$ cat config.mk
export PLATFORM = sky130hd
export DESIGN_NAME = gpioemu_prime_queue
export DESIGN_NICKNAME = d
export VERILOG_FILES = /design/src/rtl/gpioemu_prime_queue_pkg.sv /design/src/rtl/gpioemu_prime_queue_engine.sv /design/src/rtl/gpioemu_prime_queue.sv
export SDC_FILE = /design/constraint.sdc
export NUM_CORES = 2
export LEC_CHECK = 0
export ABC_CLOCK_PERIOD_IN_PS = 96600
export CORE_MARGIN = 2
export CORE_UTILIZATION = 40
export DETAILED_ROUTE_END_ITERATION = 10
export MAX_ROUTING_LAYER = met4
export SYNTH_ARGS = -nofsm -noshare
export SYNTH_HDL_FRONTEND = slang
export SYNTH_SLANG_ARGS = --single-unit
$ cat constraint.sdc
create_clock -name clk -period 96.6 [get_ports clk]
set_clock_uncertainty 0.05 [all_clocks]
set_input_delay 14.49 -clock clk [delete_from_list [all_inputs] [get_ports clk]]
set_output_delay 14.49 -clock clk [all_outputs]
set_load 0.1 [all_outputs]
$ cat src/rtl/gpioemu_prime_queue_pkg.sv
// ---------------------------------------------------------------------------
// gpioemu_prime_queue_pkg
// Shared definitions for the queued prime calculator: register offsets
// relative to the block base address, STATUS and CTRL bit positions, and the
// state encoding of the trial-division engine.
// ---------------------------------------------------------------------------
package gpioemu_prime_queue_pkg;

    // Register offsets from BASE
    localparam logic [15:0] OFF_REQ    = 16'h0000;
    localparam logic [15:0] OFF_STATUS = 16'h0008;
    localparam logic [15:0] OFF_RESULT = 16'h0010;
    localparam logic [15:0] OFF_CTRL   = 16'h0018;

    // STATUS bit positions (counts live at [23:16] and [15:8])
    localparam int ST_BUSY = 0;
    localparam int ST_OVF  = 1;
    localparam int ST_UNF  = 2;
    localparam int ST_BADN = 3;

    // CTRL bit positions
    localparam int CTRL_FLUSH    = 0;
    localparam int CTRL_CLRFLAGS = 1;
    localparam int CTRL_IRQEN    = 2;

    // Engine states
    typedef enum logic [2:0] {
        ENG_IDLE,
        ENG_LOAD,
        ENG_TEST,
        ENG_NEXT,
        ENG_DONE
    } eng_state_e;

endpackage

$ cat src/rtl/gpioemu_prime_queue_engine.sv
// ---------------------------------------------------------------------------
// gpioemu_prime_queue_engine
// Trial-division engine: takes one ordinal N from the request FIFO and finds
// the Nth prime by testing candidates 2,3,4,... one divisor per cycle.
//
// Ports
//   clk_i       clock
//   reset_i     synchronous active-high reset
//   abort_i     flush from CTRL: drop any work in progress, back to IDLE
//   reqAvail_i  request FIFO holds at least one ordinal
//   resFull_i   result FIFO is full
//   reqData_i   ordinal at the head of the request FIFO
//   reqPop_o    pop the request FIFO head this cycle
//   resPush_o   push resData_o into the result FIFO this cycle
//   resBad_o    the pushed result is the rejection value for a bad N
//   resData_o   result value (prime, or 0 for a bad N)
//   busy_o      engine not idle, or a result push is still pending
// ---------------------------------------------------------------------------
module gpioemu_prime_queue_engine
    import gpioemu_prime_queue_pkg::*;
#(
    parameter int WIDTH = 32,
    parameter int MAX_N = 1000
) (
    input  logic             clk_i,
    input  logic             reset_i,
    input  logic             abort_i,
    input  logic             reqAvail_i,
    input  logic             resFull_i,
    input  logic [WIDTH-1:0] reqData_i,
    output logic             reqPop_o,
    output logic             resPush_o,
    output logic             resBad_o,
    output logic [WIDTH-1:0] resData_o,
    output logic             busy_o
);

    eng_state_e       state_q;
    logic [WIDTH-1:0] n_q;
    logic [WIDTH-1:0] cand_q;
    logic [WIDTH-1:0] d_q;
    logic [WIDTH-1:0] count_q;
    logic             resPush_q;
    logic             resBad_q;
    logic [WIDTH-1:0] resData_q;

    logic [2*WIDTH-1:0] dSq;
    logic [2*WIDTH-1:0] candWide;
    logic [WIDTH-1:0]   rem;
    logic               badN;

    // d*d is formed at double width so the prime test never overflows.
    assign dSq      = {{WIDTH{1'b0}}, d_q} * {{WIDTH{1'b0}}, d_q};
    assign candWide = {{WIDTH{1'b0}}, cand_q};
    assign rem      = cand_q % d_q;
    assign badN     = (n_q == '0) || (n_q > WIDTH'(MAX_N));

    // A new request is only taken once the previous result has actually
    // landed in the result FIFO; otherwise resFull_i would be one push stale
    // and a finished result could find the FIFO full.
    assign reqPop_o  = (state_q == ENG_IDLE) && reqAvail_i && !resFull_i
                       && !resPush_q && !abort_i;
    assign resPush_o = resPush_q;
    assign resBad_o  = resBad_q;
    assign resData_o = resData_q;
    assign busy_o    = (state_q != ENG_IDLE) || resPush_q;

    // Engine FSM with its datapath; result push is a one-cycle registered pulse.
    always_ff @(posedge clk_i) begin
        if (reset_i) begin
            state_q   <= ENG_IDLE;
            n_q       <= '0;
            cand_q    <= '0;
            d_q       <= '0;
            count_q   <= '0;
            resPush_q <= 1'b0;
            resBad_q  <= 1'b0;
            resData_q <= '0;
        end else begin
            resPush_q <= 1'b0;
            resBad_q  <= 1'b0;
            if (abort_i) begin
                state_q <= ENG_IDLE;
            end else begin
                case (state_q)
                    ENG_IDLE: begin
                        if (reqPop_o) begin
                            n_q     <= reqData_i;
                            state_q <= ENG_LOAD;
                        end
                    end
                    ENG_LOAD: begin
                        if (badN) begin
                            resPush_q <= 1'b1;
                            resBad_q  <= 1'b1;
                            resData_q <= '0;
                            state_q   <= ENG_IDLE;
                        end else begin
                            cand_q  <= WIDTH'(2);
                            d_q     <= WIDTH'(2);
                            count_q <= '0;
                            state_q <= ENG_TEST;
                        end
                    end
                    ENG_TEST: begin
                        if (dSq > candWide) begin
                            count_q <= count_q + WIDTH'(1);
                            if (count_q + WIDTH'(1) == n_q) begin
                                state_q <= ENG_DONE;
                            end else begin
                                state_q <= ENG_NEXT;
                            end
                        end else if (rem == '0) begin
                            state_q <= ENG_NEXT;
                        end else begin
                            d_q <= d_q + WIDTH'(1);
                        end
                    end
                    ENG_NEXT: begin
                        cand_q  <= cand_q + WIDTH'(1);
                        d_q     <= WIDTH'(2);
                        state_q <= ENG_TEST;
                    end
                    ENG_DONE: begin
                        resPush_q <= 1'b1;
                        resData_q <= cand_q;
                        state_q   <= ENG_IDLE;
                    end
                    default: state_q <= ENG_IDLE;
                endcase
            end
        end
    end

endmodule

$ cat src/rtl/gpioemu_prime_queue.sv
// ---------------------------------------------------------------------------
// gpioemu_prime_queue
// Bus-mapped queued prime calculator. Writes to REQ queue ordinals, the
// engine computes the Nth prime for each, results are popped via RESULT.
// Also holds the GPIO mirror/latch and the status/IRQ logic.
//
// Ports
//   clk             clock
//   n_reset         synchronous reset, active-high
//   saddress        register address
//   srd / swr       read / write strobes (level, act on rising edge)
//   sdata_in        write data
//   sdata_out       registered read data, held until the next read
//   gpio_in         GPIO inputs
//   gpio_latch      capture gpio_in while high
//   gpio_out        low 32 bits of the last completed prime
//   gpio_in_s_insp  latched gpio_in
//   irq             result FIFO non-empty and IRQ enabled
// ---------------------------------------------------------------------------
module gpioemu_prime_queue
    import gpioemu_prime_queue_pkg::*;
#(
    parameter int          WIDTH  = 32,
    parameter int          QDEPTH = 4,
    parameter int          MAX_N  = 1000,
    parameter logic [15:0] BASE   = 16'h0100
) (
    input  logic             clk,
    input  logic             n_reset,
    input  logic [15:0]      saddress,
    input  logic             srd,
    input  logic             swr,
    input  logic [WIDTH-1:0] sdata_in,
    output logic [WIDTH-1:0] sdata_out,
    input  logic [31:0]      gpio_in,
    input  logic             gpio_latch,
    output logic [31:0]      gpio_out,
    output logic [31:0]      gpio_in_s_insp,
    output logic             irq
);

    localparam int PW = $clog2(QDEPTH);
    localparam int CW = PW + 1;

    localparam logic [15:0] ADDR_REQ    = BASE + OFF_REQ;
    localparam logic [15:0] ADDR_STATUS = BASE + OFF_STATUS;
    localparam logic [15:0] ADDR_RESULT = BASE + OFF_RESULT;
    localparam logic [15:0] ADDR_CTRL   = BASE + OFF_CTRL;

    logic             srd_q, swr_q;
    logic [WIDTH-1:0] reqMem [QDEPTH];
    logic [WIDTH-1:0] resMem [QDEPTH];
    logic [PW-1:0]    reqWr_q, reqRd_q, resWr_q, resRd_q;
    logic [CW-1:0]    reqCnt_q, resCnt_q;
    logic [WIDTH-1:0] sdataOut_q;
    logic [31:0]      gpioOut_q, gpioIns_q;
    logic             ovf_q, unf_q, badn_q, irqEn_q;

    logic rdEdge, wrEdge;
    logic wrReq, wrCtrl, rdStatus, rdResult;
    logic flush, clrFlags;
    logic reqFull, reqEmpty, resFull, resEmpty;
    logic reqPush, reqPop, resPush, resPop;
    logic engPop, engPush, engBad, engBusy;
    logic [WIDTH-1:0] engData;
    logic [WIDTH-1:0] statusWord;

    // A held strobe counts as one access: only the 0->1 transition acts.
    assign rdEdge = srd && !srd_q;
    assign wrEdge = swr && !swr_q;

    assign wrReq    = wrEdge && (saddress == ADDR_REQ);
    assign wrCtrl   = wrEdge && (saddress == ADDR_CTRL);
    assign rdStatus = rdEdge && (saddress == ADDR_STATUS);
    assign rdResult = rdEdge && (saddress == ADDR_RESULT);

    assign flush    = wrCtrl && sdata_in[CTRL_FLUSH];
    assign clrFlags = wrCtrl && sdata_in[CTRL_CLRFLAGS];

    assign reqFull  = (reqCnt_q == CW'(QDEPTH));
    assign reqEmpty = (reqCnt_q == '0);
    assign resFull  = (resCnt_q == CW'(QDEPTH));
    assign resEmpty = (resCnt_q == '0);

    // Flush beats a same-cycle engine push: the result is discarded.
    assign reqPush = wrReq && !reqFull;
    assign reqPop  = engPop;
    assign resPush = engPush && !flush;
    assign resPop  = rdResult && !resEmpty;

    gpioemu_prime_queue_engine #(
        .WIDTH (WIDTH),
        .MAX_N (MAX_N)
    ) u_engine (
        .clk_i      (clk),
        .reset_i    (n_reset),
        .abort_i    (flush),
        .reqAvail_i (!reqEmpty),
        .resFull_i  (resFull),
        .reqData_i  (reqMem[reqRd_q]),
        .reqPop_o   (engPop),
        .resPush_o  (engPush),
        .resBad_o   (engBad),
        .resData_o  (engData),
        .busy_o     (engBusy)
    );

    always_comb begin
        statusWord          = '0;
        statusWord[23:16]   = 8'(reqCnt_q);
        statusWord[15:8]    = 8'(resCnt_q);
        statusWord[ST_BADN] = badn_q;
        statusWord[ST_UNF]  = unf_q;
        statusWord[ST_OVF]  = ovf_q;
        statusWord[ST_BUSY] = engBusy;
    end

    // FIFO storage is not reset; the pointers and counts define validity.
    always_ff @(posedge clk) begin
        if (reqPush) reqMem[reqWr_q] <= sdata_in;
        if (resPush) resMem[resWr_q] <= engData;
    end

    always_ff @(posedge clk) begin
        if (n_reset) begin
            srd_q      <= 1'b0;
            swr_q      <= 1'b0;
            reqWr_q    <= '0;
            reqRd_q    <= '0;
            reqCnt_q   <= '0;
            resWr_q    <= '0;
            resRd_q    <= '0;
            resCnt_q   <= '0;
            sdataOut_q <= '0;
            gpioOut_q  <= '0;
            gpioIns_q  <= '0;
            ovf_q      <= 1'b0;
            unf_q      <= 1'b0;
            badn_q     <= 1'b0;
            irqEn_q    <= 1'b0;
        end else begin
            srd_q <= srd;
            swr_q <= swr;

            if (flush) begin
                reqWr_q  <= '0;
                reqRd_q  <= '0;
                reqCnt_q <= '0;
                resWr_q  <= '0;
                resRd_q  <= '0;
                resCnt_q <= '0;
            end else begin
                // Pointers wrap naturally because QDEPTH is a power of two.
                if (reqPush) reqWr_q <= reqWr_q + PW'(1);
                if (reqPop)  reqRd_q <= reqRd_q + PW'(1);
                reqCnt_q <= reqCnt_q + CW'(reqPush) - CW'(reqPop);
                if (resPush) resWr_q <= resWr_q + PW'(1);
                if (resPop)  resRd_q <= resRd_q + PW'(1);
                resCnt_q <= resCnt_q + CW'(resPush) - CW'(resPop);
            end

            if (rdEdge) begin
                if (rdStatus) begin
                    sdataOut_q <= statusWord;
                end else if (rdResult && !resEmpty) begin
                    sdataOut_q <= resMem[resRd_q];
                end else begin
                    sdataOut_q <= '0;
                end
            end

            if (wrCtrl) irqEn_q <= sdata_in[CTRL_IRQEN];

            // Clearing happens first so a same-cycle event still leaves its flag set.
            if (clrFlags) begin
                ovf_q  <= 1'b0;
                unf_q  <= 1'b0;
                badn_q <= 1'b0;
            end
            if (wrReq && reqFull)      ovf_q  <= 1'b1;
            if (rdResult && resEmpty)  unf_q  <= 1'b1;
            if (resPush && engBad)     badn_q <= 1'b1;

            if (resPush && !engBad) gpioOut_q <= engData[31:0];
            if (gpio_latch)         gpioIns_q <= gpio_in;
        end
    end

    assign sdata_out      = sdataOut_q;
    assign gpio_out       = gpioOut_q;
    assign gpio_in_s_insp = gpioIns_q;
    assign irq            = irqEn_q && !resEmpty;

endmodule

==> results.toml <==
[global_routing]
overall_routing_resource_usage_pct = 33.3
grt_first_pass_wirelength_um = 507000
initial_antenna_violation_count = 12
number_of_global_route_vias_before_repair = 75500
grt_start_max_net_pins = 79
global_route.overflow_total = 0

[timing]
setup_total_negative_slack_ps = 0
rsz0062_at_grt = "no"
final_hold_viol_count = 0
slew-limit-headroom_pct = -1.04
post_layout_min_period_ps = 89850
post-route-period-util_pct = 93.0
timing.final.max_slew_violations = 1
timing_worst_slew_pin_value_ps = 1500
setup_violations = 0
max_freq_mhz = 11.1

[clock_tree]
htree_num_levels = 2
clock-root-buffer = "sky130_fd_sc_hd__clkbuf_16"
cts-buffers-inserted = 53
clk_latency_worst_skew_pair_ps = 680
holdBufCountCts = 0
max-clock-path-buffers = 3
tritoncts_num_sinks = 539
post-cts-setup-buffers = 0
path_clk_slew_ps = 70
clock_tree_from_tritoncts = "done"
post_cts_resized = 0

[hold_path]
holdCritPathClass = "flip-flop to flip-flop"

[layout]
layout.core_utilization_pct = 43.7
final_net_count = 11600
top_regs = "reqMem: 128 flops, resMem: 128 flops"
drive_gt1_share_pct = 5.49
area_growth_syn_to_layout_pct = 8.51

[die]
dieHeight_um = 458
starting_density_of_the_core_pct = 40.3
floorplan.core_area_um2 = 205000
dieArea_um2 = 210000
count_of_boundary_i_o_pins = 182
row_count = 166
die-width_um = 458

[placement]
dp_hpwl_um = 275000
numPortBuffers = 181
gpl.final_weighted_congestion = 1.05

[synth]
yosys.area.top_type_share_pct = 19.7
synth_cells = 9789
postSynthRegisterBits = 539
synth_area_in_compound_gates_pct = 18.2
synth.net_count = 11500
ys_async_sr_fraction_pct = 0
synth_xor_area_share_pct = 5.34
primary_flip_flop_cell_chosen_by_synthesis_mapping = "sky130_fd_sc_hd__dfxtp_1"
synthTopCellsByArea = "sky130_fd_sc_hd__fa_1 20%, sky130_fd_sc_hd__ha_1 13%, sky130_fd_sc_hd__edfxtp_1 9.3%"
yosys.area_share.adder_pct = 32.6
synth_top_cells_by_count = "1060 x sky130_fd_sc_hd__nand2_1, 1048 x sky130_fd_sc_hd__inv_1, 989 x sky130_fd_sc_hd__nor2_1"
netlist-cell-type-count = 120
yosys.area.top_type = "sky130_fd_sc_hd__fa_1"
synth_area_um2 = 82400
avgSynthCellArea_um2 = 8.42
synth.most_common_cell = "sky130_fd_sc_hd__nand2_1"
seq_area_frac_synth_pct = 16.2
ys_warn_count = 0
synth_mux_area_share_pct = 3.00
synth_top_family_by_area = "adder cells"
synth_edf_count = 256
simple_logic_cell_fraction_of_the_synthesized_area_pct = 18.0

[critical_path]
setup.worst_path.class = "flip-flop to flip-flop"
cp_slowest_cell = "sky130_fd_sc_hd__o21ai_0"
crit_top_cell = "sky130_fd_sc_hd__ha_1"
worstSetupEndpointType = "flip-flop"
worst_ep_required_time_ps = 97090
cp_max_fo = 33
worst-endpoint-arrival_ps = 90340
cpPeakStageDelay_ps = 1140
crit_path_start_kind = "flip-flop"

[route]
wl_per_cell_um = 27.7
postRouteWirelength_um = 348000
detail_route.iter0.violations = 6992
drt_pass1_iterations = 6
remaining_drc_errors = 0
dr_total_vias = 76300
detail_route.vias_per_cell = 6.07
postRouteAntennaNets = 0

[run_status]
failing_checks = "capacitance limit, slew limit"
status = "finished with violations"

[job]
timing.max_cap.violations = 1
[cells by family after synthesis]
family          Yosys count
simple gates           3210
compound gates         2267
fa+ha+maj              1660
buf+inv                1445
flops                   539
xor+xnor                503
mux                     163
other cells               2
[area by class of cell]
type | instances | area [um^2]
Clock inverter | 27 | 295
Timing Repair Buffer | 370 | 3280
Inverter | 1062 | 3990
Antenna cell | 13 | 32.5
Multi-Input combinational cell | 7805 | 63700
Fill cell | 20400 | 115000
Tap cell | 2688 | 3360
Clock buffer | 73 | 1480
Sequential cell | 539 | 13400
[placed cells by master, fill, tap and decap left out, types with 106 or more instances in the layout]
| cell | count |
|---|---|
| sky130_fd_sc_hd__clkdlybuf4s50_1 | 179 |
| sky130_fd_sc_hd__o21a_1 | 140 |
| sky130_fd_sc_hd__fa_1 | 810 |
| sky130_fd_sc_hd__nor3_1 | 173 |
| sky130_fd_sc_hd__xor2_1 | 198 |
| sky130_fd_sc_hd__o21ai_0 | 391 |
| sky130_fd_sc_hd__ha_1 | 850 |
| sky130_fd_sc_hd__nand2_1 | 1060 |
| sky130_fd_sc_hd__nand4_1 | 106 |
| sky130_fd_sc_hd__xnor2_1 | 305 |
| sky130_fd_sc_hd__a21o_1 | 197 |
| sky130_fd_sc_hd__edfxtp_1 | 256 |
| sky130_fd_sc_hd__buf_4 | 182 |
| sky130_fd_sc_hd__dfxtp_1 | 281 |
| sky130_fd_sc_hd__nor2_1 | 986 |
| sky130_fd_sc_hd__a21oi_1 | 622 |
| sky130_fd_sc_hd__nand3_1 | 218 |
| sky130_fd_sc_hd__inv_1 | 1036 |
[routing by layer]
| metal | up-vias | GRT usage (%) | share of wire (%) |
|---|---|---|---|
| li1 | 34300 | - | - |
| met1 | 38100 | 42.9 | 42 |
| met2 | 3225 | 52.8 | 46 |
| met3 | 692 | 4.61 | 7.2 |
| met4 | 0 | 13.3 | 4.9 |
| met5 | - | - | 0 |
[through the flow]
step | std cells | setup WS (ps) | cell area (um^2) | hold WS, ps
after CTS | 12600 | 9240 | 89400 | 406
final | 12600 | 6750 | 89400 | 404
after detailed placement | 12500 | 9550 | 87600 | 398
after global routing | 12600 | 2200 | 89400 | 432
after floorplan | 9789 | 26690 | 82400 | 402
after global placement | 12500 | 9120 | 87600 | 397
[final timing paths]
| kind | from | endpoint | slack, ps | cells past startpoint |
|---|---|---|---|---|
| max | u_engine.d_q[31]$_SDFFE_PP0P_ | u_engine.d_q[10]$_SDFFE_PP0P_ | 6750 | 273 |
| min | gpio_out[31]$_SDFFE_PP0P_ | gpio_out[31]$_SDFFE_PP0P_ | 400 | 2 |
| max reg2reg | u_engine.d_q[31]$_SDFFE_PP0P_ | u_engine.d_q[10]$_SDFFE_PP0P_ | 6750 | 273 |
| min reg2reg | gpio_out[31]$_SDFFE_PP0P_ | gpio_out[31]$_SDFFE_PP0P_ | 400 | 2 |
[critical path, delay by kind of cell (launching register included)]
family / cells / cell delay, ps
AND/OR/NAND/NOR: 80 / 27950
adder cells (fa/ha/maj): 31 / 10680
buffers and inverters: 24 / 5470
AO/OA/AOI/OAI: 134 / 43690
multiplexers: 4 / 1350
flip-flops: 1 / 300
Power is not shown: default switching activity piles up to over one toggle a cycle in this logic, so the estimate is an artifact.
